**src/rtl/fifo_pkg.sv**
```systemverilog
// Shared FIFO types and constants: word format, depth, thresholds and drain FSM states.
// No logic; imported by the FIFO interface, the drain controller and its skid buffer.
// Drain defaults are overridable through fifo_drain_ctrl parameters.
package fifo_pkg;

  localparam int BIT_DEPTH    = 4;
  localparam int WORD_W       = 8;
  localparam int ALMOST_EMPTY = 2;

  typedef logic [WORD_W-1:0] word_t;

  localparam int DRAIN_BURST_LEN = 4;
  localparam int DRAIN_TIMEOUT   = 16;

  typedef enum logic [1:0] {
    IDLE  = 2'd0,
    BURST = 2'd1,
    FLUSH = 2'd2
  } drain_state_t;

endpackage

```
**src/rtl/fifo_if.sv**
```systemverilog
// Connection bundle between a show-ahead FIFO slave and its reader/writer.
// No latency of its own; data_out is the head word whenever empty is low.
// The master may only pop; the producer side owns push/data_in.
interface fifo_if;
  import fifo_pkg::*;

  logic  push;
  logic  pop;
  word_t data_in;
  word_t data_out;
  logic  empty;
  logic  almost_empty;
  logic  error;

  modport fmaster_if (
    output pop,
    input  data_out,
    input  empty,
    input  almost_empty,
    input  error
  );

  modport fslave_if (
    input  push,
    input  pop,
    input  data_in,
    output data_out,
    output empty,
    output almost_empty,
    output error
  );

endinterface

```
**src/rtl/out_skid2.sv**
```systemverilog
// Two-entry valid/ready skid buffer; head entry drives out_data directly.
// Latency: a word written at edge N is presented from cycle N+1.
// Writes are taken when not full or when the head leaves in the same cycle; cnt lets the writer throttle.
module out_skid2
  import fifo_pkg::*;
(
  input  logic       clk,
  input  logic       reset_n,
  input  logic       in_valid,
  input  word_t      in_data,
  output logic       out_valid,
  output word_t      out_data,
  input  logic       out_ready,
  output logic [1:0] cnt
);

  logic [1:0] cnt_q, cnt_d;
  word_t      head_q, head_d;
  word_t      tail_q, tail_d;
  logic       wr;
  logic       rd;

  assign out_valid = (cnt_q != 2'd0);
  assign out_data  = head_q;
  assign cnt       = cnt_q;

  assign rd = out_valid && out_ready;
  assign wr = in_valid && ((cnt_q != 2'd2) || rd);

  // Next-state of the two slots: head always holds the oldest word.
  always_comb begin
    cnt_d  = cnt_q;
    head_d = head_q;
    tail_d = tail_q;
    case ({wr, rd})
      2'b10: begin
        cnt_d = cnt_q + 2'd1;
        if (cnt_q == 2'd0) head_d = in_data;
        else               tail_d = in_data;
      end
      2'b01: begin
        cnt_d  = cnt_q - 2'd1;
        head_d = tail_q;
      end
      2'b11: begin
        if (cnt_q == 2'd1) begin
          head_d = in_data;
        end else begin
          head_d = tail_q;
          tail_d = in_data;
        end
      end
      default: ;
    endcase
  end

  // Slot and occupancy registers; reset discards any held words.
  always_ff @(posedge clk or negedge reset_n) begin
    if (!reset_n) begin
      cnt_q  <= 2'd0;
      head_q <= '0;
      tail_q <= '0;
    end else begin
      cnt_q  <= cnt_d;
      head_q <= head_d;
      tail_q <= tail_d;
    end
  end

`ifndef SYNTHESIS
  a_cnt_range: assert property (@(posedge clk) disable iff (!reset_n) cnt_q <= 2'd2);
`endif

endmodule

```
**src/rtl/fifo_drain_ctrl.sv**
```systemverilog
// Drains a show-ahead FIFO in fixed bursts when occupancy is high, or flushes lingering words after an idle timeout.
// Latency: word popped at edge N appears on m_data from cycle N+1 (via 2-entry skid).
// Backpressure: m_ready low fills the skid; pops stop at two held words and resume as space frees.
module fifo_drain_ctrl
  import fifo_pkg::*;
#(
  parameter int BURST_LEN = DRAIN_BURST_LEN,
  parameter int TIMEOUT   = DRAIN_TIMEOUT
) (
  input  logic       clk,
  input  logic       reset_n,
  fifo_if.fmaster_if f_if,
  input  logic       enable,
  output logic       m_valid,
  output word_t      m_data,
  input  logic       m_ready,
  output logic       busy,
  output logic       short_burst,
  output logic       err_sticky,
  input  logic       clr_err
);

  localparam int BW = $clog2(BURST_LEN + 1);
  localparam int TW = $clog2(TIMEOUT);
  localparam logic [BW-1:0] BURST_LAST = BW'(BURST_LEN - 1);
  localparam logic [BW-1:0] BURST_MAX  = BW'(BURST_LEN);
  localparam logic [TW-1:0] TO_LAST    = TW'(TIMEOUT - 1);

  drain_state_t  state_q;
  logic [BW-1:0] burst_cnt_q;
  logic [TW-1:0] to_cnt_q;
  logic          short_q;
  logic          err_q;
  logic [1:0]    skid_cnt;
  logic          pop;

  // Popping is gated on the registered skid count, so an empty FIFO is never popped
  // and the skid never overflows even if the consumer stalls in the same cycle.
  assign pop = ((state_q == BURST) || (state_q == FLUSH)) && enable
               && !f_if.empty && (skid_cnt < 2'd2);

  assign f_if.pop    = pop;
  assign busy        = (state_q != IDLE);
  assign short_burst = short_q;
  assign err_sticky  = err_q;

  out_skid2 u_skid (
    .clk       (clk),
    .reset_n   (reset_n),
    .in_valid  (pop),
    .in_data   (f_if.data_out),
    .out_valid (m_valid),
    .out_data  (m_data),
    .out_ready (m_ready),
    .cnt       (skid_cnt)
  );

  // Drain FSM with burst and idle-timeout counters; short_burst is a registered one-cycle pulse.
  always_ff @(posedge clk or negedge reset_n) begin
    if (!reset_n) begin
      state_q     <= IDLE;
      burst_cnt_q <= '0;
      to_cnt_q    <= '0;
      short_q     <= 1'b0;
    end else begin
      short_q <= 1'b0;
      case (state_q)
        IDLE: begin
          if (enable && !f_if.almost_empty) begin
            state_q     <= BURST;
            burst_cnt_q <= '0;
            to_cnt_q    <= '0;
          end else if (enable && !f_if.empty && (to_cnt_q == TO_LAST)) begin
            state_q  <= FLUSH;
            to_cnt_q <= '0;
          end else if (!enable || f_if.empty) begin
            to_cnt_q <= '0;
          end else if (to_cnt_q != TO_LAST) begin
            // Reaching here means enabled, non-empty and at or below the almost-empty mark.
            to_cnt_q <= to_cnt_q + 1'b1;
          end
        end
        BURST: begin
          if (!enable) begin
            state_q <= IDLE;
          end else if (pop) begin
            if (burst_cnt_q != BURST_MAX) burst_cnt_q <= burst_cnt_q + 1'b1;
            if (burst_cnt_q == BURST_LAST) state_q <= IDLE;
          end else if (f_if.empty) begin
            state_q <= IDLE;
            short_q <= 1'b1;
          end
          // Otherwise the skid is full: hold and wait for space.
        end
        FLUSH: begin
          if (!enable || f_if.empty) state_q <= IDLE;
        end
        default: begin
          state_q <= IDLE;
        end
      endcase
    end
  end

  // Sticky error capture; a new error in the same cycle as a clear takes priority.
  always_ff @(posedge clk or negedge reset_n) begin
    if (!reset_n) begin
      err_q <= 1'b0;
    end else if (f_if.error) begin
      err_q <= 1'b1;
    end else if (clr_err) begin
      err_q <= 1'b0;
    end
  end

`ifndef SYNTHESIS
  a_no_pop_empty: assert property (@(posedge clk) disable iff (!reset_n)
    !(pop && f_if.empty));
  a_data_hold: assert property (@(posedge clk) disable iff (!reset_n)
    (m_valid && !m_ready) |=> $stable(m_data));
  a_state_legal: assert property (@(posedge clk) disable iff (!reset_n)
    state_q inside {IDLE, BURST, FLUSH})
    else $warning("fifo_drain_ctrl: illegal state, returning to IDLE");
`endif

endmodule

```
**src/flat_wrapper.sv**
```systemverilog
// flat-port wrapper written by rule: the top's interface ports become plain ports
module fifo_drain_ctrl_flat import fifo_pkg::*;
#(
  parameter int BURST_LEN = DRAIN_BURST_LEN,
  parameter int TIMEOUT   = DRAIN_TIMEOUT
)
  (clk, reset_n, enable, m_valid, m_data, m_ready, busy, short_burst, err_sticky, clr_err, f_if_pop, f_if_data_out, f_if_empty, f_if_almost_empty, f_if_error);
  fifo_if f_if_i ();
  input  logic clk;
  input  logic reset_n;
  input  logic enable;
  output logic m_valid;
  output word_t m_data;
  input  logic m_ready;
  output logic busy;
  output logic short_burst;
  output logic err_sticky;
  input  logic clr_err;
  output wire logic [$bits(f_if_i.pop)-1:0] f_if_pop;
  input wire logic [$bits(f_if_i.data_out)-1:0] f_if_data_out;
  input wire logic [$bits(f_if_i.empty)-1:0] f_if_empty;
  input wire logic [$bits(f_if_i.almost_empty)-1:0] f_if_almost_empty;
  input wire logic [$bits(f_if_i.error)-1:0] f_if_error;
  assign f_if_pop = f_if_i.pop;
  assign f_if_i.data_out = f_if_data_out;
  assign f_if_i.empty = f_if_empty;
  assign f_if_i.almost_empty = f_if_almost_empty;
  assign f_if_i.error = f_if_error;
  fifo_drain_ctrl #(.BURST_LEN(BURST_LEN), .TIMEOUT(TIMEOUT)) u_core (.clk(clk), .reset_n(reset_n), .f_if(f_if_i), .enable(enable), .m_valid(m_valid), .m_data(m_data), .m_ready(m_ready), .busy(busy), .short_burst(short_burst), .err_sticky(err_sticky), .clr_err(clr_err));
endmodule
```
**config.mk**
```make
export PLATFORM = sky130hd
export DESIGN_NAME = fifo_drain_ctrl_flat
export DESIGN_NICKNAME = d
export VERILOG_FILES = /design/src/rtl/fifo_pkg.sv /design/src/rtl/fifo_if.sv /design/src/rtl/out_skid2.sv /design/src/rtl/fifo_drain_ctrl.sv /design/src/flat_wrapper.sv
export SDC_FILE = /design/constraint.sdc
export NUM_CORES = 1
export LEC_CHECK = 0
export BUFFER_PORTS_ARGS = -buffer_cell sky130_fd_sc_hd__buf_2
export CORE_MARGIN = 2
export CORE_UTILIZATION = 52
export DETAILED_ROUTE_END_ITERATION = 6
export PLACE_DENSITY = 0.73
export SLEW_MARGIN = 20
export SYNTH_ARGS = -nofsm -noshare
export SYNTH_HDL_FRONTEND = slang
export SYNTH_SLANG_ARGS = --single-unit
```
**constraint.sdc**
```tcl
create_clock -name clk -period 2.4 [get_ports clk]
set_input_delay 0 -clock clk [delete_from_list [all_inputs] [get_ports clk]]
set_output_delay 0 -clock clk [all_outputs]
set_load 0.05 [all_outputs]
```
==> results of run 1 <==
-- worst max-delay path: stages (launching register included) --
cell and delay [ps]:
dfrtp_1 390, inv_1 90, ha_1 370, nand4bb_4 150, inv_2 130, o2111a_1 430, mux2_2 380
-- state kept, by name, indices dropped and copies added, names as in the netlist --
register / flops
u_core.burst_cnt_q: 3
u_core.err_sticky: 1
u_core.short_burst: 1
u_core.u_skid.tail_q: 8
u_core.state_q: 2
u_core.u_skid.cnt: 2
u_core.to_cnt_q: 4
u_core.u_skid.out_data: 8
-- path summary, 6_finish.rpt --
kind                                              to          startpoint  slack (ps)
max in group asynchronous       u_core.u_skid.cnt[0]             reset_n        1770
hold / removal                     u_core.state_q[1]   f_if_almost_empty          20
setup / recovery             u_core.u_skid.tail_q[7]   u_core.state_q[0]         340
setup reg to reg             u_core.u_skid.tail_q[7]   u_core.state_q[0]         340
hold reg to reg                   u_core.to_cnt_q[0]  u_core.to_cnt_q[0]         500
min in group asynchronous  u_core.u_skid.out_data[6]             reset_n         210
-- layout by cell type (no fill, tap or decap), types with 2 or more instances in the layout --
cell type       n
a21oi_1         2
a22o_1          2
a31oi_1         3
and3_1          4
buf_2          28
buf_4           2
clkbuf_4        5
clkinv_2        2
dfrtp_1        29
dlygate4sd3_1  12
ha_1           11
inv_1          14
mux2_2          8
nand2_1        11
nand2b_1        8
nand3_1         6
nor2b_1         4
nor3_1          3
o21ai_0         6
o221a_2         8
o31ai_1         2
-- kinds of logic (layout without fill, tap and decap cells) --
logic type / count (synthesis) / in the layout
AND/OR/NAND/NOR: 43 / 43
AO/OA/AOI/OAI: 32 / 32
flip-flops: 29 / 29
buffers and inverters: 18 / 65
adder cells (fa/ha/maj): 11 / 11
multiplexers: 9 / 9
XOR/XNOR: 1 / 1
-- area by class of cell --
cell class                 instances  area (um2)  share of cell area
clock buffer                       5        37.5              0.0196
clock inverter                     3        17.5             0.00916
inverter                          15        56.3              0.0295
multi-input combinational         96         761               0.398
sequential                        29         726               0.380
tap                               31        38.8              0.0203
timing repair buffer              42         275               0.144
-- stage by stage --
stage	instances	setup WS [ps]	hold WS [ps]	instance area, um2
2_1_floorplan	143	411	-296	1560
3_3_place_gp	201	428	59.6	1740
3_5_place_dp	201	353	71.0	1740
4_1_cts	221	328	0.774	1910
5_1_grt	221	194	7.25	1910
6_report	221	341	21.4	1910
-- per-layer routing --
layer	track usage	routed length, um
met2	0.335	1470
met1	0.231	1380
met3	0.0659	162
met4	0.0974	70
met5	0	0
-- power by group through the flow --
stage                     logic (mW)  registers, mW  clock network (mW)
after floorplan                0.590           1.03                   0
after global placement          1.05          0.779                   0
after detailed placement        1.07          0.790                   0
after CTS                       1.09          0.780               0.311
after global routing            1.18          0.803               0.330
final                           1.09          0.781               0.298
==> impl_results.md, run 1 <==
- Synth warn: 0
- Drt drc: 3
- Clk sinks: 29
- RSZ-0062 raised after global routing: no
- Worst Hold Class: primary input to flop
- Share of power burned in registers: 0.360
- Startpoint Class: flop
- PnR Total Power: between 2 and 2.5 mW
- Pwr per Cell Area: 1130 nW/um2
- Starting Density: 0.555
- First-pass DRT Iterations: 6
- # fillers: 223
- Comb pwr share: 0.502
- Final Hold Viols: 0
- Post-synthesis xor/xnor area fraction: 0.00562
- CTS tree: done
- Top-count cell post-synth: dfrtp_1
- Ys flop type: dfrtp_1
- Post-CTS setup buffer count: 0
- Maximum clock rate: 486 MHz
- Worst clock skew: about 3.2 ps
- Max Slew Vio Count: 0
- Psw: around 0.98 mW
- DIE HEIGHT: between 50 and 60 um
- Final Core Density: 0.682
- WL/cell: ~14 um
- Max VDD drop: 0.544 mV
- HPWL Detailed: between 2 and 2.5 mm
- Root Driver: clkbuf_4
- Post-Syn Nets: 170
- Final #Nets: around 220
- Final Cycle Share: 0.858
- Crit path capture type: flop
- Mean post-synth cell area: around 11 um2
- Endpoints failing setup: 0
- Largest net degree at the start of global routing: 30
- Post-Syn Area: between 1500 and 2000 um2
- Crit-path max FO: 8
- Final min period: between 2000 and 2500 ps
- P_leak: between 0.9 and 1 nW
- Arr. time, crit path: 2280 ps
- Post-Route WL: slightly above 3 mm
- Max Cap Viol: 0
- Vias/cell: 5.65
- Setup TNS: 0 ps
- Global-route wire length before repair: between 5 and 6 mm
- CTS Buf Count: 5
- Slew @ Worst Pin: 645 ps
- Number of synthesized flops with an enable pin: 0
- Starting DRC count in detailed routing: 49
- Clock power share: 0.138
- Io pins: 29
- Total Routing Usage GR: 0.201
- Area leader, netlist: dfrtp_1
- Max Buffers Root-to-Sink: 2
- Synth top area share: 0.466
- Rows: 19
- N_diodes: 0
- Slew headroom: 0.570
- Status: complete, but fails checks
- Yosys cell types: 37
- Post-synth top cells: 29 x dfrtp_1, 14 x inv_1, 11 x ha_1, 11 x nand2_1
- Layout area overhead: 22.7%
- Post-Synth Adder-Cell Area: 0.0884
- CTS HTree Levels: 2
- Die area: ~3400 um2
- Synth Area in Simple Gates: 0.168
- Number of antenna violations at the first check in global routing: 0
- Asr flop ratio synth: 1.00
- Count of input and output buffers: 28
- Clk Latency, worst-skew pair: roughly 330 ps
- Clk pin slew, worst setup/hold paths: 100 ps
- Ratio of cells with drive above 1 in the final layout: 0.300
- Multiplexer share of the synthesized area: 0.0643
- GPL Wtd Cong: around 0.80
- Core area: ~2800 um2
- GRT Residual Overflow: 0
- Hold path cells: 3
- Critical path class: flop to flop
- Int Power: between 1 and 1.5 mW
- R2R depth: 6
- Gate Count Post-Synth: around 140
- Largest family of logic cells by synthesized area: simple AND/OR/NAND/NOR gates
- Synth Register Bits: 29
- Vias: 1248
- Chip Width: between 50 and 60 um
- Post-CTS Resized: 0
- Synth top area cells: dfrtp_1 47%, ha_1 8.8%, mux2_2 5.8%, o221a_2 5.8%, inv_1 3.4%
- Vias in the first global route: 1191
- Critical Path RT: 2630 ps
- Switching share of total power: 0.450
- Synth Area in Compound Gates: 0.162
- Seq/Total Area, Yosys: 0.466
- Cts-stage hold buffer count: 12
- Violated checks: design-rule violations
- Routed Antenna Nets: 0
Note: power is estimated with default switching activity, not from simulation.
==> run 2: changes to the inputs <==
- ABC_AREA: default -> 1
- HOLD_SLACK_MARGIN: default -> 0.06
- PLACE_DENSITY: 0.73 -> 0.72
==> impl_results.md, run 2 <==
- Status: finished clean
- Commonest non-fill, non-tap cells in the layout: 75 x nand2_1, 49 x nand3_1, 29 x dfrtp_1
- Maximum clock rate: 538 MHz (+11%)
- CTS tree: done
- Count of input and output buffers: 28 (unchanged)
- Post-Syn Nets: 270 (+59%)
- Synth top area share: 0.394 (-0.0718)
- GRT Residual Overflow: 0 (unchanged)
- Post-Syn Area: 1840 um2 (+18%)
- Max VDD drop: 0.573 mV (+5.4%)
- Max Cap Viol: 0 (unchanged)
- Crit-path max FO: 19 (+11)
- Max Buffers Root-to-Sink: 2 (unchanged)
- Arr. time, crit path: 2080 ps (-200 ps)
- Multiplexer share of the synthesized area: 0 (-0.0643)
- Final Hold Viols: 0 (unchanged)
- Final #Nets: 314 (+45%)
- Ys flop type: dfrtp_1
- Seq/Total Area, Yosys: 0.394 (-0.0718)
- Vias in the first global route: 1479 (+24%)
- Worst clock skew: 7.57 ps (+4.37 ps)
- Synth Register Bits: 29 (unchanged)
- Global-route wire length before repair: 6.68 mm (+31%)
- First-pass DRT Iterations: 4 (-2)
- Total Routing Usage GR: 0.214 (+0.0133)
- Number of synthesized flops with an enable pin: 0 (unchanged)
- Slew @ Worst Pin: 630 ps (-15.6 ps)
- Metal3 WL: 255 um (+57%)
- Setup TNS: 0 ps (unchanged)
- RSZ-0062 raised after global routing: no
- Rows: 21 (+2)
- Most common cell after layout, fill and taps aside: nand2_1
- Critical path class: flop to flop
- Synth warn: 0 (unchanged)
- Number of antenna violations at the first check in global routing: 0 (unchanged)
- P_leak: 1.17 nW (+28%)
- Post-CTS setup buffer count: 0 (unchanged)
- Synth Area in Compound Gates: 0.0720 (-0.0902)
- Slew headroom: 0.580 (+0.0104)
- CTS HTree Levels: 2 (unchanged)
- Mean post-synth cell area: 7.58 um2 (-30%)
- Layout area overhead: 19.6%
- Final Cycle Share: 0.774 (-0.0838)
- Critical Path RT: 2620 ps (about the same)
- DIE HEIGHT: 63.5 um (+8.1%)
- Clk pin slew, worst setup/hold paths: 80 ps (-20 ps)
- Final min period: 1860 ps (-201 ps)
- WL/cell: 11.3 um (-19%)
- Starting DRC count in detailed routing: 109 (+120%)
- Highest metal used: met4
- Endpoints failing setup: 0 (unchanged)
- Largest net degree at the start of global routing: 30 (unchanged)
- Top-count cell post-synth: nand2_1
- Worst Hold Class: primary input to flop
- Core area: 3360 um2 (+20%)
- Max Slew Vio Count: 0 (unchanged)
- Reg2reg setup slack: 540 ps (+200 ps)
- Post-synthesis xor/xnor area fraction: 0.00951 (+0.00389)
- Vias: 1640 (+31%)
- Synth top area cells: dfrtp_1 39%, nand2_1 15%, nand3_1 13%, ha_1 7.5%, inv_1 5.5%
- Chip Width: 63.5 um (+8.1%)
- Root Driver: clkbuf_4
- Crit path capture type: flop
- Final Core Density: 0.655 (-0.0268)
- Asr flop ratio synth: 1.00 (unchanged)
- Starting Density: 0.548 (-0.00769)
- HPWL Detailed: 2.76 mm (+30%)
- Yosys cell types: 24 (-35%)
- Io pins: 29 (unchanged)
- Post-Route WL: 3.78 mm (+22%)
- Synth Area in Simple Gates: 0.365 (+0.198)
- N_diodes: 0 (unchanged)
- Drt drc: 0 (-3)
- Clk sinks: 29 (unchanged)
- GPL Wtd Cong: 0.867 (+8.4%)
- WL met2: 1.64 mm (+11%)
- Gate Count Post-Synth: 243 (+70%)
- Post-Synth Adder-Cell Area: 0.0747 (-0.0136)
- Die area: 4030 um2 (+17%)
- Clk Latency, worst-skew pair: 330 ps (about the same)
- Startpoint Class: flop
- Vias/cell: 4.92 (-13%)
- Largest family of logic cells by synthesized area: simple AND/OR/NAND/NOR gates
- Ratio of cells with drive above 1 in the final layout: 0.174 (-0.126)
- Area leader, netlist: dfrtp_1
- Met1 WL: 1.81 mm (+32%)
- CTS Buf Count: 5 (unchanged)
- Post-synth top cells: 75 x nand2_1, 49 x nand3_1, 29 x dfrtp_1, 27 x inv_1
- Pwr per Cell Area: 1110 nW/um2 (-1.8%)
- Routed Antenna Nets: 0 (unchanged)
run 2: cell types whose count changed in the layout (fill, tap and decap cells not counted), moves of 4 or more:
cell      delta
nand2b_1     -8
o221a_2      -8
and3_1       -4
nand3_1     +43
o21ai_0      +5
mux2_2       -8
nand2_1     +64
inv_1       +13
nor2b_1      -4
nand2_4      +5
nor2_1       +4
run 2: worst paths after layout:
path	from	to	cells past startpoint
worst max-delay path	u_core.u_skid.cnt[1]	u_core.u_skid.tail_q[2]	10
worst min-delay path	m_ready	u_core.u_skid.tail_q[4]	4
worst max register to register	u_core.u_skid.cnt[1]	u_core.u_skid.tail_q[2]	10
worst min register to register	u_core.u_skid.out_data[6]	u_core.u_skid.out_data[6]	2
max in group asynchronous	reset_n	u_core.u_skid.out_data[4]	2
min in group asynchronous	reset_n	u_core.u_skid.tail_q[6]	2
run 2: kinds of logic (layout without fill, tap and decap cells):
group,Yosys count,in the layout
AND/OR/NAND/NOR,142,142
buffers and inverters,36,80
flip-flops,29,29
AO/OA/AOI/OAI,23,23
adder cells (fa/ha/maj),11,11
XOR/XNOR,2,2
run 2: what timing repair did:
item	CTS	global route
hold endpoints to repair	51	0
resized for setup	0	0
hold buffers	15	0
run 2: cell type report:
type	instances	area, um2
sequential	29	726
fill	311	1160
timing repair buffer	43	290
multi-input combinational	178	961
clock buffer	7	55.1
inverter	30	113
tap	46	57.6
run 2: metal layers:
layer / up-vias / GRT usage
met5: - / 0
met4: 0 / 0.0788
met3: 7 / 0.0661
met2: 44 / 0.316
met1: 718 / 0.295
li1: 871 / -
run 2: per-stage QoR:
stage | std cells | power (mW) | hold WS, ps | setup slack, ps | area, um2
floorplan | 243 | 1.87 | -296 | 723 | 1840
global placement | 311 | 2.13 | 61.2 | 564 | 2000
detailed placement | 311 | 2.15 | 56.9 | 552 | 2000
CTS | 333 | 2.47 | 100 | 542 | 2200
global route | 333 | 2.67 | 116 | 363 | 2200
finish | 333 | 2.45 | 106 | 542 | 2200
run 2: critical path: stages (launching register included):
cell and delay, ps:
dfrtp_1 400, inv_1 90, ha_1 240, inv_2 100, nand2_4 150, inv_2 290
nand2_2 130, nand2_4 140, nand2_4 90, nand2_1 80, nand2_1 50
run 2: power by group:
| part | switching [mW] | internal [mW] |
|---|---|---|
| Combinational | 0.979 | 0.393 |
| Clock | 0.154 | 0.138 |
| Sequential | 0.122 | 0.666 |
| Total | 1.25 | 1.20 |
==> run 3: changes to the inputs <==
- clock period: 2.4 -> 1.9 ns (I/O delays scaled with it)
==> impl_results.md, run 3 (same netlist as run 2, synthesis figures left out) <==
- Ratio of cells with drive above 1 in the final layout: 0.179 (+0.00509)
- Maximum clock rate: 552 MHz
- Top delay family on crit path: buffers and inverters
- RSZ-0062 raised after global routing: no
- Final min period: about 1800 ps
- First-pass DRT Iterations: 4 (unchanged)
- Worst Hold Class: primary input to flop
- Post-Route WL: 3.97 mm (+5.2%)
- Buf/Inv on CP: 3 (unchanged)
- Final instance area: 2220 um2 (+1.0%)
- Count of input and output buffers: 28 (unchanged)
- Final Cycle Share: 0.953
- CP startpoint: u_core.state_q[1]
- Number of antenna violations at the first check in global routing: 0 (unchanged)
- GRT Residual Overflow: 0 (unchanged)
- Slew @ Worst Pin: 636 ps (+6.18 ps)
- Worst Min Path Start: m_ready
- Largest net degree at the start of global routing: 30 (unchanged)
- Vias: 1694 (+3.3%)
- Status: finished clean
- Startpoint Class: flop
- Global-route wire length before repair: 7.07 mm (+5.8%)
- Setup TNS: 0 ps (unchanged)
- Reg2reg setup slack: 200 ps (-340 ps)
- Max VDD drop: 0.793 mV (+38%)
- RR Startpoint: u_core.u_skid.cnt[1]
- Crit path capture type: output port
- Starting Density: 0.548 (unchanged)
- Crit-path max FO: 9 (-10)
- Arr. time, crit path: 1810 ps (-270 ps)
- WL/cell: 11.8 um (+4.3%)
- Starting DRC count in detailed routing: 92 (-16%)
- GPL Wtd Cong: 0.834 (-3.8%)
- Vias/cell: 5.04 (+2.4%)
- N_diodes: 0 (unchanged)
- Total Routing Usage GR: 0.226 (+0.0116)
- Max Buffers Root-to-Sink: 2 (unchanged)
- Clk Latency, worst-skew pair: 340 ps (about the same)
- Vias in the first global route: 1557 (+5.3%)
- CTS tree: done
- Final Hold Viols: 0 (unchanged)
- Max Cap Viol: 0 (unchanged)
- CTS HTree Levels: 2 (unchanged)
- Routed Antenna Nets: 0 (unchanged)
- CP cell instances: inv_1, ha_1, nand2_1, nor2_4, buf_4, clkbuf_4
- Chip Width: 63.5 um (unchanged)
- Worst clock skew: 8.39 ps (+0.822 ps)
- Most common cell after layout, fill and taps aside: nand2_1
- Core area: 3360 um2 (unchanged)
- Endpoints failing setup: 0 (unchanged)
- Commonest non-fill, non-tap cells in the layout: 75 x nand2_1, 49 x nand3_1, 29 x dfrtp_1
- Pwr per Cell Area: 1410 nW/um2 (+27%)
- DIE HEIGHT: 63.5 um (unchanged)
- # fillers: 306 (-1.6%)
- Post-CTS setup buffer count: 0 (unchanged)
- Drt drc: 0 (unchanged)
- Clk pin slew, worst setup/hold paths: 90 ps (about the same)
- Clk sinks: 29 (unchanged)
- Critical Path RT: 1900 ps (-720 ps)
- Layout area overhead: 20.8%
- CTS Buf Count: 5 (unchanged)
- Root Driver: clkbuf_4
- HPWL Detailed: 2.75 mm (-0.13%)
- Io pins: 29 (unchanged)
- Final #Nets: 316 (+0.64%)
- Slowest CP cell: dfrtp_1
- Slowest stage delay, CP: 360 ps (-40 ps)
- Max Slew Vio Count: 0 (unchanged)
- Rows: 21 (unchanged)
- Slew headroom: 0.576 (-0.00412)
- P_leak: 1.17 nW (+0.35%)
- Critical path class: flop to output port
- Die area: 4030 um2 (unchanged)
- Dpl cell area: 2010 um2 (+0.75%)
## run 3: area by class of cell
type	instances	area (um2)	area share
well taps	46	57.6	0.0259
repair buffers	45	308	0.138
clock buffers	8	48.8	0.0219
flip-flops and latches	29	726	0.326
inverters	30	114	0.0512
multi-input cells	178	971	0.436
## run 3: routing by layer
metal | share of wire | up-vias | track usage
met1 | 0.50 | 781 | 0.320
met2 | 0.43 | 33 | 0.318
met4 | 0.017 | 0 | 0.114
li1 | - | 874 | -
met3 | 0.050 | 6 | 0.0536
met5 | 0 | - | 0
## run 3: path summary, 6_finish.rpt
kind,endpoint,cells past startpoint
worst max-delay path,f_if_pop,6
worst min-delay path,u_core.u_skid.tail_q[7],4
worst max register to register,u_core.u_skid.tail_q[4],10
worst min register to register,u_core.u_skid.out_data[5],2
max in group asynchronous,u_core.u_skid.out_data[4],2
min in group asynchronous,u_core.burst_cnt_q[1],2
## run 3: metrics by stage
stage / setup WS [ps] / cells / total power, mW / utilization / hold slack [ps]
after floorplan: 223 / 243 / 2.37 / - / -296
after global placement: 182 / 313 / 2.71 / 0.598 / 60.5
after detailed placement: 207 / 313 / 2.74 / 0.598 / 59.2
after CTS: 58.4 / 336 / 3.12 / 0.657 / 95.4
after global routing: 1.67 / 336 / 3.41 / 0.661 / 99.0
final: 89.6 / 336 / 3.14 / 0.661 / 63.1
## run 3: worst reg2reg max path, cell delays in order (launching register included)
cell,delay (ps)
dfrtp_1,420
inv_1,120
ha_2,250
inv_2,70
nand2_4,60
clkinv_2,200
nand2_2,180
nand2_4,110
nand2_4,110
nand2_1,70
nand2_1,60
## run 3: power by group
group | internal, mW | switching, mW
Clock | 0.147 | 0.218
Sequential | 0.841 | 0.159
Combinational | 0.521 | 1.26
## run 3: repair_timing
action,4_1_cts,5_1_grt
setup endpoints to repair,0,3
resized for setup,0,4
endpoints found under the hold margin,51,0
hold buffers,15,0
